**src/rtl/cnn_pkg.sv**
```systemverilog
// Shared types and default sizing for the kernel-pass sequencer.
// Imported by the interface and the sequencer RTL.
package cnn_pkg;

    localparam int MAX_KERNELS_DEF     = 64;
    localparam int MAX_OUTSTANDING_DEF = 2;
    localparam int ACK_TIMEOUT_DEF     = 16;

    typedef enum logic [2:0] {
        S_IDLE,
        S_ISSUE,
        S_ACK,
        S_GAP,
        S_DRAIN
    } seq_state_e;

endpackage

```
**src/rtl/cnn_kernel_seq_if.sv**
```systemverilog
// Controller/core bundle of the kernel-pass sequencer.
// master = controller + core side, slave = the sequencer.
interface cnn_kernel_seq_if
    import cnn_pkg::*;
#(
    parameter int KIDX_W = $clog2(MAX_KERNELS_DEF),
    parameter int CNT_W  = KIDX_W + 1
);
    logic              start;
    logic [CNT_W-1:0]  cfg_num_kernels;
    logic [KIDX_W-1:0] cfg_kernel_base;
    logic              abort;
    logic              idle;
    logic              done;
    logic              aborted;
    logic              err;
    logic [CNT_W-1:0]  finished_count;
    logic              core_start;
    logic [KIDX_W-1:0] core_kernel_idx;
    logic              core_idle;
    logic              core_finish;

    modport master (
        output start,
        output cfg_num_kernels,
        output cfg_kernel_base,
        output abort,
        output core_idle,
        output core_finish,
        input  idle,
        input  done,
        input  aborted,
        input  err,
        input  finished_count,
        input  core_start,
        input  core_kernel_idx
    );

    modport slave (
        input  start,
        input  cfg_num_kernels,
        input  cfg_kernel_base,
        input  abort,
        input  core_idle,
        input  core_finish,
        output idle,
        output done,
        output aborted,
        output err,
        output finished_count,
        output core_start,
        output core_kernel_idx
    );

endinterface

```
**src/rtl/cnn_ack_watchdog.sv**
```systemverilog
// Ack watchdog: reloads on every issue, counts down while waiting for
// the core to leave idle; o_expired marks the last permitted wait cycle.
module cnn_ack_watchdog #(
    parameter int TIMEOUT = 16
) (
    input  logic clk,
    input  logic rst,
    input  logic i_load,
    input  logic i_en,
    output logic o_expired
);
    localparam int W = $clog2(TIMEOUT + 1);
    localparam logic [W-1:0] LOAD_VAL = W'(TIMEOUT - 1);

    logic [W-1:0] r_cnt;

    always_ff @(posedge clk or posedge rst) begin
        if (rst) begin
            r_cnt <= '0;
        end else if (i_load) begin
            r_cnt <= LOAD_VAL;
        end else if (i_en && (r_cnt != '0)) begin
            r_cnt <= r_cnt - 1'b1;
        end
    end

    assign o_expired = (r_cnt == '0);

endmodule

```
**src/rtl/cnn_kernel_seq.sv**
```systemverilog
// Kernel-pass sequencer: issues a run of passes to the single-pass
// convolution core with bounded overlap, abort and ack watchdog.
module cnn_kernel_seq
    import cnn_pkg::*;
#(
    parameter int MAX_KERNELS     = MAX_KERNELS_DEF,
    parameter int KIDX_W          = $clog2(MAX_KERNELS),
    parameter int CNT_W           = KIDX_W + 1,
    parameter int MAX_OUTSTANDING = MAX_OUTSTANDING_DEF,
    parameter int ACK_TIMEOUT     = ACK_TIMEOUT_DEF
) (
    input  logic            clk,
    input  logic            rst,
    cnn_kernel_seq_if.slave bus
);
    localparam logic [CNT_W-1:0] NUM_MAX = CNT_W'(MAX_KERNELS);
    localparam logic [CNT_W-1:0] OUT_MAX = CNT_W'(MAX_OUTSTANDING);

    seq_state_e        r_state;
    seq_state_e        w_next;

    logic [CNT_W-1:0]  r_num;
    logic [KIDX_W-1:0] r_base;
    logic [CNT_W-1:0]  r_issued;
    logic [CNT_W-1:0]  r_finished;
    logic [KIDX_W-1:0] r_kidx;
    logic              r_idle;
    logic              r_cs;
    logic              r_done;
    logic              r_err;
    logic              r_aborted;
    logic              r_to;

    logic              w_cfg_ok;
    logic              w_accept;
    logic              w_reject;
    logic [CNT_W-1:0]  w_outstanding;
    logic              w_fin_ok;
    logic              w_fin_bad;
    logic [CNT_W-1:0]  w_fin_next;
    logic              w_expired;
    logic              w_abort_hit;
    logic              w_timeout;
    logic              w_issue;
    logic              w_run_end;

    cnn_ack_watchdog #(
        .TIMEOUT (ACK_TIMEOUT)
    ) u_wdog (
        .clk       (clk),
        .rst       (rst),
        .i_load    (r_state == S_ISSUE),
        .i_en      (r_state == S_ACK),
        .o_expired (w_expired)
    );

    assign w_cfg_ok = (bus.cfg_num_kernels != '0)
                   && (bus.cfg_num_kernels <= NUM_MAX);
    assign w_accept = (r_state == S_IDLE) && bus.start && w_cfg_ok;
    assign w_reject = (r_state == S_IDLE) && bus.start && !w_cfg_ok;

    // A finish with nothing in flight (or while idle) is a core fault.
    assign w_outstanding = r_issued - r_finished;
    assign w_fin_ok   = bus.core_finish && (r_state != S_IDLE)
                     && (w_outstanding != '0);
    assign w_fin_bad  = bus.core_finish && !w_fin_ok;
    assign w_fin_next = w_fin_ok ? (r_finished + 1'b1) : r_finished;

    always_comb begin
        w_next      = r_state;
        w_abort_hit = 1'b0;
        w_timeout   = 1'b0;
        unique case (r_state)
            S_IDLE: begin
                if (w_accept) begin
                    w_next = S_ISSUE;
                end
            end
            S_ISSUE: begin
                w_next = S_ACK;
            end
            S_ACK: begin
                if (!bus.core_idle) begin
                    if (r_issued == r_num) begin
                        w_next = S_DRAIN;
                    end else if (bus.abort) begin
                        w_next      = S_DRAIN;
                        w_abort_hit = 1'b1;
                    end else begin
                        w_next = S_GAP;
                    end
                end else if (w_expired) begin
                    w_next    = S_DRAIN;
                    w_timeout = 1'b1;
                end
            end
            S_GAP: begin
                if (bus.abort) begin
                    w_next      = S_DRAIN;
                    w_abort_hit = 1'b1;
                end else if (bus.core_idle
                          && (w_outstanding < OUT_MAX)) begin
                    w_next = S_ISSUE;
                end
            end
            S_DRAIN: begin
                // An unacked pass never finishes, so a timeout ends at once.
                if (r_to || (w_fin_next == r_issued)) begin
                    w_next = S_IDLE;
                end
            end
            default: begin
                w_next = S_IDLE;
            end
        endcase
    end

    assign w_issue   = (w_next == S_ISSUE);
    assign w_run_end = (r_state == S_DRAIN) && (w_next == S_IDLE);

    always_ff @(posedge clk or posedge rst) begin
        if (rst) begin
            r_state <= S_IDLE;
            r_idle  <= 1'b1;
            r_cs    <= 1'b0;
            r_done  <= 1'b0;
        end else begin
            r_state <= w_next;
            r_idle  <= (w_next == S_IDLE);
            r_cs    <= w_issue;
            r_done  <= w_reject || w_run_end;
        end
    end

    always_ff @(posedge clk or posedge rst) begin
        if (rst) begin
            r_err     <= 1'b0;
            r_aborted <= 1'b0;
            r_to      <= 1'b0;
        end else begin
            if (w_accept) begin
                r_err     <= 1'b0;
                r_aborted <= 1'b0;
                r_to      <= 1'b0;
            end
            if (w_reject) begin
                r_err     <= 1'b1;
                r_aborted <= 1'b1;
            end
            if (w_abort_hit) begin
                r_aborted <= 1'b1;
            end
            if (w_timeout) begin
                r_err     <= 1'b1;
                r_aborted <= 1'b1;
                r_to      <= 1'b1;
            end
            if (w_fin_bad) begin
                r_err <= 1'b1;
            end
        end
    end

    // r_issued counts the pass being issued, so outstanding covers it.
    always_ff @(posedge clk or posedge rst) begin
        if (rst) begin
            r_num      <= '0;
            r_base     <= '0;
            r_issued   <= '0;
            r_finished <= '0;
            r_kidx     <= '0;
        end else begin
            if (w_accept) begin
                r_num      <= bus.cfg_num_kernels;
                r_base     <= bus.cfg_kernel_base;
                r_finished <= '0;
            end else if (w_fin_ok) begin
                r_finished <= r_finished + 1'b1;
            end
            if (w_issue) begin
                if (w_accept) begin
                    r_issued <= CNT_W'(1);
                    r_kidx   <= bus.cfg_kernel_base;
                end else begin
                    r_issued <= r_issued + 1'b1;
                    r_kidx   <= r_base + r_issued[KIDX_W-1:0];
                end
            end
        end
    end

    assign bus.idle            = r_idle;
    assign bus.done            = r_done;
    assign bus.aborted         = r_aborted;
    assign bus.err             = r_err;
    assign bus.finished_count  = r_finished;
    assign bus.core_start      = r_cs;
    assign bus.core_kernel_idx = r_kidx;

endmodule

```
**src/flat_wrapper.sv**
```systemverilog
// flat-port wrapper written by rule: the top's interface ports become plain ports
module cnn_kernel_seq_flat import cnn_pkg::*;
#(
    parameter int MAX_KERNELS     = MAX_KERNELS_DEF,
    parameter int KIDX_W          = $clog2(MAX_KERNELS),
    parameter int CNT_W           = KIDX_W + 1,
    parameter int MAX_OUTSTANDING = MAX_OUTSTANDING_DEF,
    parameter int ACK_TIMEOUT     = ACK_TIMEOUT_DEF
)
  (clk, rst, bus_start, bus_cfg_num_kernels, bus_cfg_kernel_base, bus_abort, bus_core_idle, bus_core_finish, bus_idle, bus_done, bus_aborted, bus_err, bus_finished_count, bus_core_start, bus_core_kernel_idx);
  cnn_kernel_seq_if #(.KIDX_W(KIDX_W), .CNT_W(CNT_W)) bus_i ();
  input  logic clk;
  input  logic rst;
  input wire logic [$bits(bus_i.start)-1:0] bus_start;
  input wire logic [$bits(bus_i.cfg_num_kernels)-1:0] bus_cfg_num_kernels;
  input wire logic [$bits(bus_i.cfg_kernel_base)-1:0] bus_cfg_kernel_base;
  input wire logic [$bits(bus_i.abort)-1:0] bus_abort;
  input wire logic [$bits(bus_i.core_idle)-1:0] bus_core_idle;
  input wire logic [$bits(bus_i.core_finish)-1:0] bus_core_finish;
  output wire logic [$bits(bus_i.idle)-1:0] bus_idle;
  output wire logic [$bits(bus_i.done)-1:0] bus_done;
  output wire logic [$bits(bus_i.aborted)-1:0] bus_aborted;
  output wire logic [$bits(bus_i.err)-1:0] bus_err;
  output wire logic [$bits(bus_i.finished_count)-1:0] bus_finished_count;
  output wire logic [$bits(bus_i.core_start)-1:0] bus_core_start;
  output wire logic [$bits(bus_i.core_kernel_idx)-1:0] bus_core_kernel_idx;
  assign bus_i.start = bus_start;
  assign bus_i.cfg_num_kernels = bus_cfg_num_kernels;
  assign bus_i.cfg_kernel_base = bus_cfg_kernel_base;
  assign bus_i.abort = bus_abort;
  assign bus_i.core_idle = bus_core_idle;
  assign bus_i.core_finish = bus_core_finish;
  assign bus_idle = bus_i.idle;
  assign bus_done = bus_i.done;
  assign bus_aborted = bus_i.aborted;
  assign bus_err = bus_i.err;
  assign bus_finished_count = bus_i.finished_count;
  assign bus_core_start = bus_i.core_start;
  assign bus_core_kernel_idx = bus_i.core_kernel_idx;
  cnn_kernel_seq #(.MAX_KERNELS(MAX_KERNELS), .KIDX_W(KIDX_W), .CNT_W(CNT_W), .MAX_OUTSTANDING(MAX_OUTSTANDING), .ACK_TIMEOUT(ACK_TIMEOUT)) u_core (.clk(clk), .rst(rst), .bus(bus_i));
endmodule
```
**config.mk**
```make
export PLATFORM = sky130hd
export DESIGN_NAME = cnn_kernel_seq_flat
export DESIGN_NICKNAME = d
export VERILOG_FILES = /design/src/rtl/cnn_pkg.sv /design/src/rtl/cnn_kernel_seq_if.sv /design/src/rtl/cnn_ack_watchdog.sv /design/src/rtl/cnn_kernel_seq.sv /design/src/flat_wrapper.sv
export SDC_FILE = /design/constraint.sdc
export NUM_CORES = 1
export LEC_CHECK = 0
export ABC_CLOCK_PERIOD_IN_PS = 6500
export CAP_MARGIN = 30
export CORE_MARGIN = 2
export CORE_UTILIZATION = 62
export CTS_BUF_LIST = sky130_fd_sc_hd__clkbuf_4 sky130_fd_sc_hd__clkbuf_8
export DETAILED_ROUTE_END_ITERATION = 12
export PLACE_DENSITY = 0.87
export SYNTH_ARGS = -nofsm -noshare
export SYNTH_HDL_FRONTEND = slang
export SYNTH_SLANG_ARGS = --single-unit
```
**constraint.sdc**
```tcl
create_clock -name clk -period 6.5 [get_ports clk]
set_input_delay 1.625 -clock clk [delete_from_list [all_inputs] [get_ports clk]]
set_output_delay 1.625 -clock clk [all_outputs]
set_load 0.01 [all_outputs]
```
==> summary by stage, run 1 <==
Logic synthesis
Of all flip-flops after synthesis, the portion carrying an async set or reset was 100%. The post-synthesis cell area is 0.00291 mm². The most used flip-flop cell after synthesis is dfrtp_1. The post-synthesis register bit count is 47. The Yosys warning count is 0. The count of flip-flops with a built-in enable after synthesis is 0. The synthesized net count is 358.

The number of distinct library cells after synthesis is 50. A synthesized cell averages roughly 9 µm². Sequential cells were found to cover between 40% and 50% of the synthesized design area.

The synthesized instance count is approximately 320.

Global route
For this run the aggregate overflow at the end of global routing stands at 0. Across every metal layer, demand over resource in global routing totals ~28%. The maximum number of pins on one net before global-route repair is 48. The wire length of the first global-routing pass is 11100 µm. The number of antenna violations at the first check in global routing is 0.

The via count of the first global-routing pass is between 2k and 2.5k.

Floorplan
Measured along the y axis, the die boundary spans approximately 73 µm. The initial utilization of the core area, before any placement, comes to roughly 66%. The core region is 0.00444 mm². The chip width is a little over 70 µm. The floorplan has 24 rows.

The die covers around 0.0053 mm². 37 I/O pins were placed.

Routing
The number of iterations in the first detailed-routing pass is 4. The total number of vias is 2395. Dividing the detail-routed wire length by the instance count gives 16.0 µm.

The detailed router finished its first iteration with around 130 violations. The number of nets with antenna violations after routing is 0. Summed over all layers, the routed wires come to 6550 µm. The post-route DRC violation count is 0. In the routed layout, each cell is associated on average with a via count of 5.84.

Clocking
After clock tree synthesis, the flow added hold-fix buffers numbering 0. The number of levels the H-tree was split into is 2. Gates resized during post-CTS repair numbered 0. The insertion delay to the later sink of the worst-skew pair is around 0.3 ns. The longest clock path from root to sink contains 2 buffers.

The number of buffers created by CTS is 5. Post-CTS timing repair inserted 0 buffers for setup. The buffer cell driving the clock tree root is clkbuf_8.

The TritonCTS clock tree is built. After clock tree synthesis, the clock-pin slew on the worst setup and hold paths is ~0.09 ns. The clock sink count is 47.

Hold path
The source of the worst hold timing path is u_core.r_base[2]. The worst min-delay path class is flop to flop. The worst hold path was traced through 2 stages. The path with the worst hold slack has its endpoint at u_core.r_base[2].

Final layout
The number of diodes is 0. Cells with a size suffix above 1 make up 7.26% of the layout. Relative to the synthesized area, the layout overhead comes to 19.1%. The net total in the final layout is roughly 390.

Critical path
The reg-to-reg setup timing slack is approximately 2.7 ns. For the worst setup path, the data required time is roughly 6.7 ns. Of all nets on the critical path, the largest fanout is 17. The worst reg2reg path depth is 11. STA puts the critical path data arrival time at 4.01 ns.

In this run the critical register-to-register path is launched from u_core.r_issued[0]. The endpoint type of the worst setup path is a flop. The worst register-to-register path ends at u_core.r_issued[5]. The worst setup path is of the flop to flop kind.

The worst setup path is launched from a flop.

STA
The highest clock frequency the design can meet is around 260 MHz. The number of endpoints with negative hold slack in the final report came to 0. Of the available clock period, the critical path in the final layout requires about three fifths. The final setup violation count is 0. For the pin with the worst max-slew slack, the measured transition is between 0.8 and 0.9 ns. The worst pin sits at a relative slew slack of approximately two fifths. After routing, the total negative slack on setup checks comes to 0 ns.

In the post-route analysis, the smallest setup slack over all paths is 2.68 ns. For the final database, setup skew stands at roughly 0.005 ns. The number of pins exceeding their max-slew limit in the final report is 0.

Setup repair after global routing left no endpoint under its margin. The smallest clock period supported by the final layout is computed as between 3 and 4 ns.

Power
In this run the power density over the cells is ~370 mW/mm². The static leakage power is 1.60 nW. Across the VDD grid, the largest voltage drop is 0.282 mV.

Placed design
The count of port buffers added during placement is 36. Before CTS, the worst setup slack after placement is 2.44 ns. The weighted congestion reported at the end of routability-driven placement is ~0.89. Detailed placement ended at an HPWL of roughly 4700 µm.

Outcome
The flow ran to the end, and the final reports show no timing, DRC or antenna violations.

Run
The tool flagged a number of max-cap violations equal to 0.
cells in the mapped netlist (3+ instances only):
| cell type | instances | share of area, % |
|---|---|---|
| and3_1 | 3 | 0.64 |
| nand2b_1 | 8 | 1.7 |
| inv_1 | 19 | 2.4 |
| a211oi_1 | 5 | 1.3 |
| xnor2_1 | 20 | 6.0 |
| nand3_1 | 6 | 1.0 |
| o21ai_0 | 11 | 1.9 |
| nand2_1 | 56 | 7.2 |
| a21o_1 | 3 | 0.77 |
| nor4_1 | 4 | 0.86 |
| nor2_1 | 33 | 4.3 |
| nor3_1 | 7 | 1.2 |
| clkbuf_1 | 11 | 1.4 |
| nor2b_1 | 4 | 0.86 |
| mux2i_1 | 4 | 1.4 |
| dfrtp_1 | 46 | 40 |
| a31oi_1 | 3 | 0.64 |
| ha_1 | 14 | 6.0 |
| a21oi_1 | 16 | 2.7 |
| xor2_1 | 16 | 4.8 |
layout make-up:
| class | count | area (µm²) |
|---|---|---|
| multi-input cells | 246 | 1630 |
| flip-flops and latches | 47 | 1180 |
| fillers | 324 | 972 |
| repair buffers | 38 | 395 |
| clock buffers | 6 | 76.3 |
| inverters | 19 | 71.3 |
| well taps | 52 | 65.1 |
| clock inverters | 2 | 60.1 |
how the worst max path moves through the flow:
stage                                start                  to
finish                  u_core.r_issued[0]  u_core.r_issued[5]
global route            u_core.r_issued[0]  u_core.r_issued[5]
CTS                     u_core.r_issued[0]  u_core.r_issued[6]
detailed placement  bus_cfg_num_kernels[3]  u_core.r_issued[6]
global placement    bus_cfg_num_kernels[3]     u_core.bus.idle
floorplan           bus_cfg_num_kernels[3]     u_core.bus.idle
logic make-up after synthesis:
family                     share of synthesized area [%]
and+or+nand+nor                                     21.7
AOI/OAI and AO/OA                                   11.7
DFF                                                 40.4
xor gates and xnor gates                            13.6
buffers and inverters                               3.86
adders and majority gates                           7.39
muxes                                               1.37
metrics by stage:
step | instances | utilization [%] | cell area, µm² | hold WS (ns) | power, W
finish | 410 | 78.1 | 3470 | 0.503 | 0.00129
global route | 410 | 78.1 | 3470 | 0.520 | 0.00139
CTS | 409 | 77.7 | 3450 | 0.497 | 0.00129
detailed placement | 401 | 74.6 | 3320 | 0.477 | 0.00103
global placement | 400 | 74.3 | 3300 | 0.467 | 0.00100
floorplan | 323 | - | 2910 | 0.450 | 0.000845
layer usage:
metal  GRT usage, %  vias to the layer above  share of wire [%]
met4           9.05                        0                1.7
met1           37.4                     1147                 41
met5              0                        -                  0
li1               -                     1156                  -
met3           4.86                       10                6.4
met2           45.3                       82                 51
worst max-delay path, stage by stage, from the launching register on:
cell and delay, ns:
dfrtp_1 0.50, inv_1 0.16, ha_1 0.23, fa_1 0.40, xor2_1 0.17, nand2_1 0.08
or3b_4 0.39, nor3_1 0.29, nand4_1 0.73, a211oi_1 0.52, xnor2_1 0.17, nor2_1 0.06
power breakdown:
part           leakage [nW]  total [W]  internal, W  switching, W
Combinational         0.935   0.000564     0.000272      0.000292
Clock                0.0688   0.000258     0.000158      0.000100
Sequential            0.593   0.000473     0.000388     0.0000852
layout by cell type (no fill, tap or decap), types with 2 or more instances in the layout:
cell type	instances
a211oi_1	5
a21o_1	3
a21oi_1	16
a31oi_1	3
and3_1	3
bufinv_16	2
clkbuf_8	5
clkdlybuf4s50_1	36
dfrtp_1	46
fa_1	2
ha_1	14
inv_1	18
mux2i_1	4
nand2_1	56
nand2b_1	8
nand3_1	6
nand4_1	2
nor2_1	33
nor2b_1	3
nor3_1	7
nor4_1	4
o21ai_0	11
or3b_2	2
xnor2_1	20
xnor3_2	2
xor2_1	16
state kept, by name (all words and copies together), names as in the netlist:
signal / cells
u_core.bus.aborted: 1
u_core.bus.core_kernel_idx: 6
u_core.bus.core_start: 1
u_core.bus.done: 1
u_core.bus.err: 1
u_core.bus.finished_count: 7
u_core.bus.idle: 1
u_core.r_base: 6
u_core.r_issued: 7
u_core.r_num: 7
u_core.r_state: 3
u_core.r_to: 1
u_core.u_wdog.r_cnt: 5
Power figures use the tool's default switching activity.
==> run 2: changes to the inputs <==
- ABC_CLOCK_PERIOD_IN_PS: 6500 -> 3100
- CORE_UTILIZATION: 62 -> 52
- PLACE_DENSITY: 0.87 -> 0.78
- clock period: 6.5 -> 3.1 ns (I/O delays scaled with it)
==> run 2 against run 1 <==
Fmax rose by 27%. Sequential power rose by 100%. Core utilization fell by 12 points. Critical path depth fell by 1. Largest cell class unchanged.
==> summary by stage, run 2 (synthesis gave the netlist of run 1 again) <==
Outcome
The flow ran to the end, and the final reports show no timing, DRC or antenna violations.

Critical path
The worst endpoint required time is 3.29 ns. The startpoint-to-endpoint class of the critical path is flop to flop. The data arrival at the endpoint of the critical path is between 3 and 4 ns. The worst setup path is captured at a flop. The highest net fanout along the worst path is 4. The reg-to-reg setup timing slack is ~0.091 ns. The startpoint class of the critical path is a flop.

Routing
The wire length per cell is about 14 µm. After the first detailed-routing iteration, the DRC count stood at 140. For this block, the via count after detailed routing is ~2.4k. The final wirelength is roughly 6500 µm. The first TritonRoute pass finished after 4 iterations. The detail route stage leaves a number of antenna-violating nets equal to 0. The detailed-route vias per instance is between 5 and 6. The post-route DRC violation count is 0.

Floorplan
After floorplanning, the core was divided into 27 placement rows. The initial standard-cell utilization of the core is 53.2%. The die is 78.9 µm tall.

After floorplanning, the core was sized to cover 0.00547 mm². The die covers 0.00622 mm². The boundary pin count is 37. The chip width is just under 80 µm.

Clocking
The insertion delay to the later sink of the worst-skew pair is approximately 0.30 ns. CTS built an H-tree with a depth of 2. The number of buffers created by CTS is 5. TritonCTS built the clock tree.

After clock tree synthesis, the clock-pin slew on the worst setup and hold paths is 0.08 ns. The buffer levels on the longest clock path is 2. The clock drives 47 sinks. The buffer cell driving the clock tree root is clkbuf_8.

Buffers inserted to repair hold after CTS numbered 0.

Final layout
The multi-input combinational cells in the finished layout cover a total of roughly 0.0017 mm². After the flow finishes, the layout carries non-filler instances totaling ~450. Leaving out fill and tap cells, the most frequent cell in the layout is nand2_1. The area overhead of the layout relative to synthesis is 24.7%. The number of fill cells is 477. The area occupied by registers is 0.00118 mm². In the layout the commonest cells are nand2_1, dfrtp_1, clkdlybuf4s50_1, nor2_1, buf_4.

The share of final-layout standard cells stronger than drive strength 1 is ~14%. The repair_antennas step left the layout with diodes totalling 0. The net total in the final layout is 413.

Run
The tool flagged a number of max-cap violations equal to 0.

Placed design
The pre-CTS setup slack is -0.0612 ns. Buffers placed on the I/O ports in this run total 36. The detailed placer's ending HPWL is between 4000 and 5000 µm. At the end of routability-driven placement, the weighted congestion stood at roughly 0.90. In this run, placement finished with an instance count of ~440.

Global route
The via count of the first global-routing pass is 2346. Entering global routing, the biggest net connects 33 pins. The number of antenna violations at the first check in global routing is 0. The global-route congestion overflow total is 0. The wire length of the first global-routing pass is approximately 11000 µm.

The total routing resource utilization after global routing is 22.5%.

Hold path
The worst min-delay path class is flop to flop.

STA
Static timing analysis puts the maximum clock frequency at around 330 MHz. The number of pins exceeding their max-slew limit in the final report is 0. The minimum setup slack in the final design is a little over 0.09 ns.

The transition time of the tightest slew-check pin is about 0.80 ns. The final setup violation count is 0. In this run the tightest slew margin relative to its limit is 46.1%. The number of endpoints with negative hold slack in the final report is 0. Clock skew on the completed layout was measured at 0.00583 ns. After layout, the worst path uses between 90% and 100% of the clock period. The final critical delay including setup and external delays is ~3 ns.

Power
The static leakage power is 1.68 nW. Across the VDD grid, the largest voltage drop is approximately 0.40 mV. The power density relative to cell area is between 700 and 800 mW/mm².
run 2: worst max-delay path, cell delays in order (launching register included):
cell and delay [ns]:
dfrtp_2 0.41, ha_1 0.22, fa_2 0.36, xor2_1 0.15, nand2_1 0.07, or3b_4 0.39, or4b_4 0.53, and3_4 0.21
xnor2_2 0.16, a41oi_2 0.16, a31o_1 0.24
run 2: report_power, final:
group / internal [W] / switching (W)
Clock: 0.000176 / 0.000199
Combinational: 0.000634 / 0.000674
Sequential: 0.000814 / 0.000138
Total: 0.00162 / 0.00101
run 2: area by class of cell:
| class | count | area share [%] |
|---|---|---|
| inverters | 19 | 1.96 |
| well taps | 72 | 2.48 |
| multi-input cells | 246 | 46.0 |
| repair buffers | 59 | 14.7 |
| clock buffers | 7 | 2.31 |
| flip-flops and latches | 47 | 32.4 |
| clock inverters | 1 | 0.138 |
run 2: final timing paths:
path	depth (start not counted)	end	startpoint
hold reg to reg	2	u_core.r_base[3]	u_core.r_base[3]
max in group asynchronous	3	u_core.bus.idle	rst
setup reg to reg	10	u_core.r_state[2]	u_core.bus.finished_count[0]
setup / recovery	10	u_core.r_state[2]	u_core.bus.finished_count[0]
hold / removal	2	u_core.r_base[3]	u_core.r_base[3]
min in group asynchronous	2	u_core.r_num[0]	rst
run 2: what timing repair did:
item | CTS | global route
resized for setup | 2 | 8
endpoints found under the setup margin | 2 | 3
pin swaps | 0 | 6
setup buffers | 0 | 2
endpoints found under the hold margin | 0 | 0
run 2: layer usage:
layer  GRT usage (%)  up-vias  part of all wire, %
li1                -     1204                    -
met1            30.3     1140                   45
met2            36.6       50                   49
met3            4.32       12                  4.3
met4            7.76        0                  1.8
met5               0        -                    0
run 2: metrics by stage:
step | util, % | total power, W | TNS [ns] | instance area, µm² | hold WS (ns)
2_1_floorplan | - | 0.00177 | 0 | 2920 | 0.450
3_3_place_gp | 63.7 | 0.00216 | 0 | 3480 | 0.464
3_5_place_dp | 63.7 | 0.00222 | -0.0612 | 3480 | 0.471
4_1_cts | 65.4 | 0.00261 | 0 | 3580 | 0.491
5_1_grt | 66.4 | 0.00285 | -0.00935 | 3630 | 0.522
6_report | 66.4 | 0.00263 | 0 | 3630 | 0.485
==> run 3: changes to the inputs <==
- CAP_MARGIN: 30 -> 20
- PLACE_DENSITY: 0.78 -> 0.79
- SKIP_CTS_REPAIR_TIMING: unset -> 1
==> run 3 against run 2 <==
Final area rose by 0.21%. Clock skew about the same. Cell count is 0.67% lower. Setup slack better by 0.070 ns. Clock power grew 29%. Non-clock buffer count decreased by 3. Count of clock-buffer cells in the layout is 1 lower. Die area unchanged. Fmax increased by 2.4%. Combinational power barely moved. Sequential power about the same.
==> summary by stage, run 3 (synthesis gave the netlist of run 1 again) <==
Critical path
Data on the critical path arrives at its endpoint at roughly 3.2 ns. Traced cell by cell, the critical path runs through inv_1 > ha_2 > fa_2 > nand2_1 > or3b_4 > or4b_4 > and3_4 > xnor2_2 > a41oi_2 > a31o_1. The worst setup path is captured at a flop. For the worst setup path, the data required time is roughly 3.3 ns.

The highest net fanout along the worst path is 4. The startpoint-to-endpoint class of the critical path is flop to flop. On the worst path, the slowest cell contributes a delay of ~0.52 ns. The startpoint class of the critical path is a flop. The highest-delay cell along the critical path is or4b_4.

STA
The number of endpoints with negative hold slack in the final report came to 0. The final setup violation count is 0. The final critical path takes up 94.8% of the cycle. The number of pins exceeding their max-slew limit in the final report is 0.

In the post-route analysis, the smallest setup slack over all paths is 0.161 ns. Headroom to the max-slew limit came out at between 40% and 50%. Static timing analysis puts the maximum clock frequency at 340 MHz.

Between clock sinks in the finished design, the worst skew comes to between 0.005 and 0.006 ns. For the finished layout, the period the worst path requires is 2.94 ns. For the pin with the worst max-slew slack, the measured transition is about 0.79 ns. The worst hold margin is approximately 0.49 ns.

Final layout
For this run, the number of standard cells in the final layout without fillers is roughly 450. The repair_antennas step left the layout with diodes totalling 0. After routing the design area is between 0.003 and 0.004 mm². In the layout the commonest cells are nand2_1, dfrtp_1, clkdlybuf4s50_1, nor2_1. The commonest non-fill, non-tap cell in the layout is nand2_1.

The final layout contains between 400 and 500 nets. The share of final-layout standard cells stronger than drive strength 1 is roughly 14%. The filler cells instantiated in the layout total 474.

Compared with the post-synthesis result, the final layout area differs by 24.9%.

Power
Of the total power, the share spent switching nets is a little under two fifths. The power density relative to cell area is around 750 mW/mm². Cell internal power was estimated by the tool at approximately 0.0017 W.

The worst IR drop on VDD is around 0.38 mV. The part of the power in combinational logic is approximately 48%. The clock network is responsible for between 10% and 20% of the overall power. The static leakage power is 1.68 nW. Summed over all nets, the switching power comes to 0.00103 W. Summing internal, switching and leakage power gives around 0.0027 W. In this run, flip-flops and latches consume 34.8% of the power.

Clocking
The clock sink count is 47. Clock tree synthesis selected as its root buffer the cell clkbuf_8. The buffer levels on the longest clock path is 2. Clock-pin slew was measured on the worst setup and hold paths at ~0.090 ns.

The TritonCTS clock tree is built. The number of buffers created by CTS is 5. The number of levels the H-tree was split into is 2. The insertion delay to the later sink of the worst-skew pair is approximately 0.31 ns.

Global route
The global-route congestion overflow total is 0. Global routing used between 20% and 30% of the available tracks. The number of antenna violations at the first check in global routing was 0. The maximum number of pins on one net before global-route repair is 37.

The wire length of the first global-routing pass is around 11000 µm. The via count of the first global-routing pass is 2299.

Placed design
Detailed placement ended at an HPWL of about 4700 µm. At the end of routability-driven placement, the weighted congestion stood at about 0.9. The cell area after placement is 0.00347 mm². At the placement stage, the worst setup path has a slack of -0.0422 ns.

The count of port buffers added during placement is 36. Once placement completed, the tool counted placed cells totaling about 440.

Floorplan
The area of the die is 0.00622 mm². Once the floorplan was initialized, standard cells occupied a little over half of the core. The row count is 27.

The floorplan step set the die height to roughly 79 µm. The total area inside the core boundary comes to around 0.0055 mm². The chip width is a little under 80 µm.

In this run the count of I/O pins placed on the die edge is 37.

Routing
The detailed router finished its first iteration with approximately 130 violations. The detailed-route vias per instance is roughly 5.3. The total number of vias is 2375. Before antenna repair, the detailed router went through 4 iterations.

The post-route DRC violation count is 0. Dividing the detail-routed wire length by the instance count gives approximately 14 µm. The number of nets with antenna violations after routing is 0. The final wirelength is around 6300 µm.

Run
The tool flagged a number of max-cap violations equal to 0.

Hold path
The worst min-delay path class is flop to flop.

Outcome
The run finished with clean final reports.
==> run 3: path summary, 6_finish.rpt <==
kind | startpoint | endpoint | slack, ns | cells after the start
worst max-delay path | u_core.r_issued[0] | u_core.r_state[2] | 0.16 | 10
max in group asynchronous | rst | u_core.r_base[5] | 1.54 | 3
worst min-delay path | u_core.r_base[4] | u_core.r_base[4] | 0.49 | 2
min in group asynchronous | rst | u_core.u_wdog.r_cnt[2] | 0.90 | 2
worst max register to register | u_core.r_issued[0] | u_core.r_state[2] | 0.16 | 10
worst min register to register | u_core.r_base[4] | u_core.r_base[4] | 0.49 | 2
==> run 3: power by group through the flow <==
stage / clock network (W) / logic (W) / registers [W]
floorplan: 0 / 0.000788 / 0.000985
global placement: 0 / 0.00122 / 0.000955
detailed placement: 0 / 0.00125 / 0.000961
CTS: 0.000485 / 0.00125 / 0.000950
global route: 0.000513 / 0.00145 / 0.000976
finish: 0.000483 / 0.00130 / 0.000950
==> run 3: per-layer routing <==
metal	GRT usage (%)	part of all wire, %
met1	29.6	46
met3	3.52	4.3
met5	0	0
met2	35.4	48
met4	7.93	1.8
==> run 3: area by class of cell <==
class	instances	area (µm²)	area share (%)
multi-input combinational	246	1670	45.9
sequential	47	1180	32.4
timing repair buffer	56	510	14.0
tap	72	90.1	2.47
clock buffer	6	82.6	2.27
inverter	19	71.3	1.96
clock inverter	2	35.0	0.962
==> run 3: metrics by stage <==
stage          utilization [%]   TNS, ns
3_3_place_gp              63.4         0
2_1_floorplan                -         0
4_1_cts                   65.5   -0.0468
3_5_place_dp              63.4   -0.0504
5_1_grt                   66.5  -0.00158
6_report                  66.5         0
==> run 3: critical path: cells and delay by family (launching register included) <==
kind,cells,cell delay (ns)
AO/OA/AOI/OAI,2,0.38
AND/OR/NAND/NOR,4,1.20
adder cells (fa/ha/maj),2,0.69
XOR/XNOR,1,0.14
flip-flops,1,0.35
buffers and inverters,1,0.07
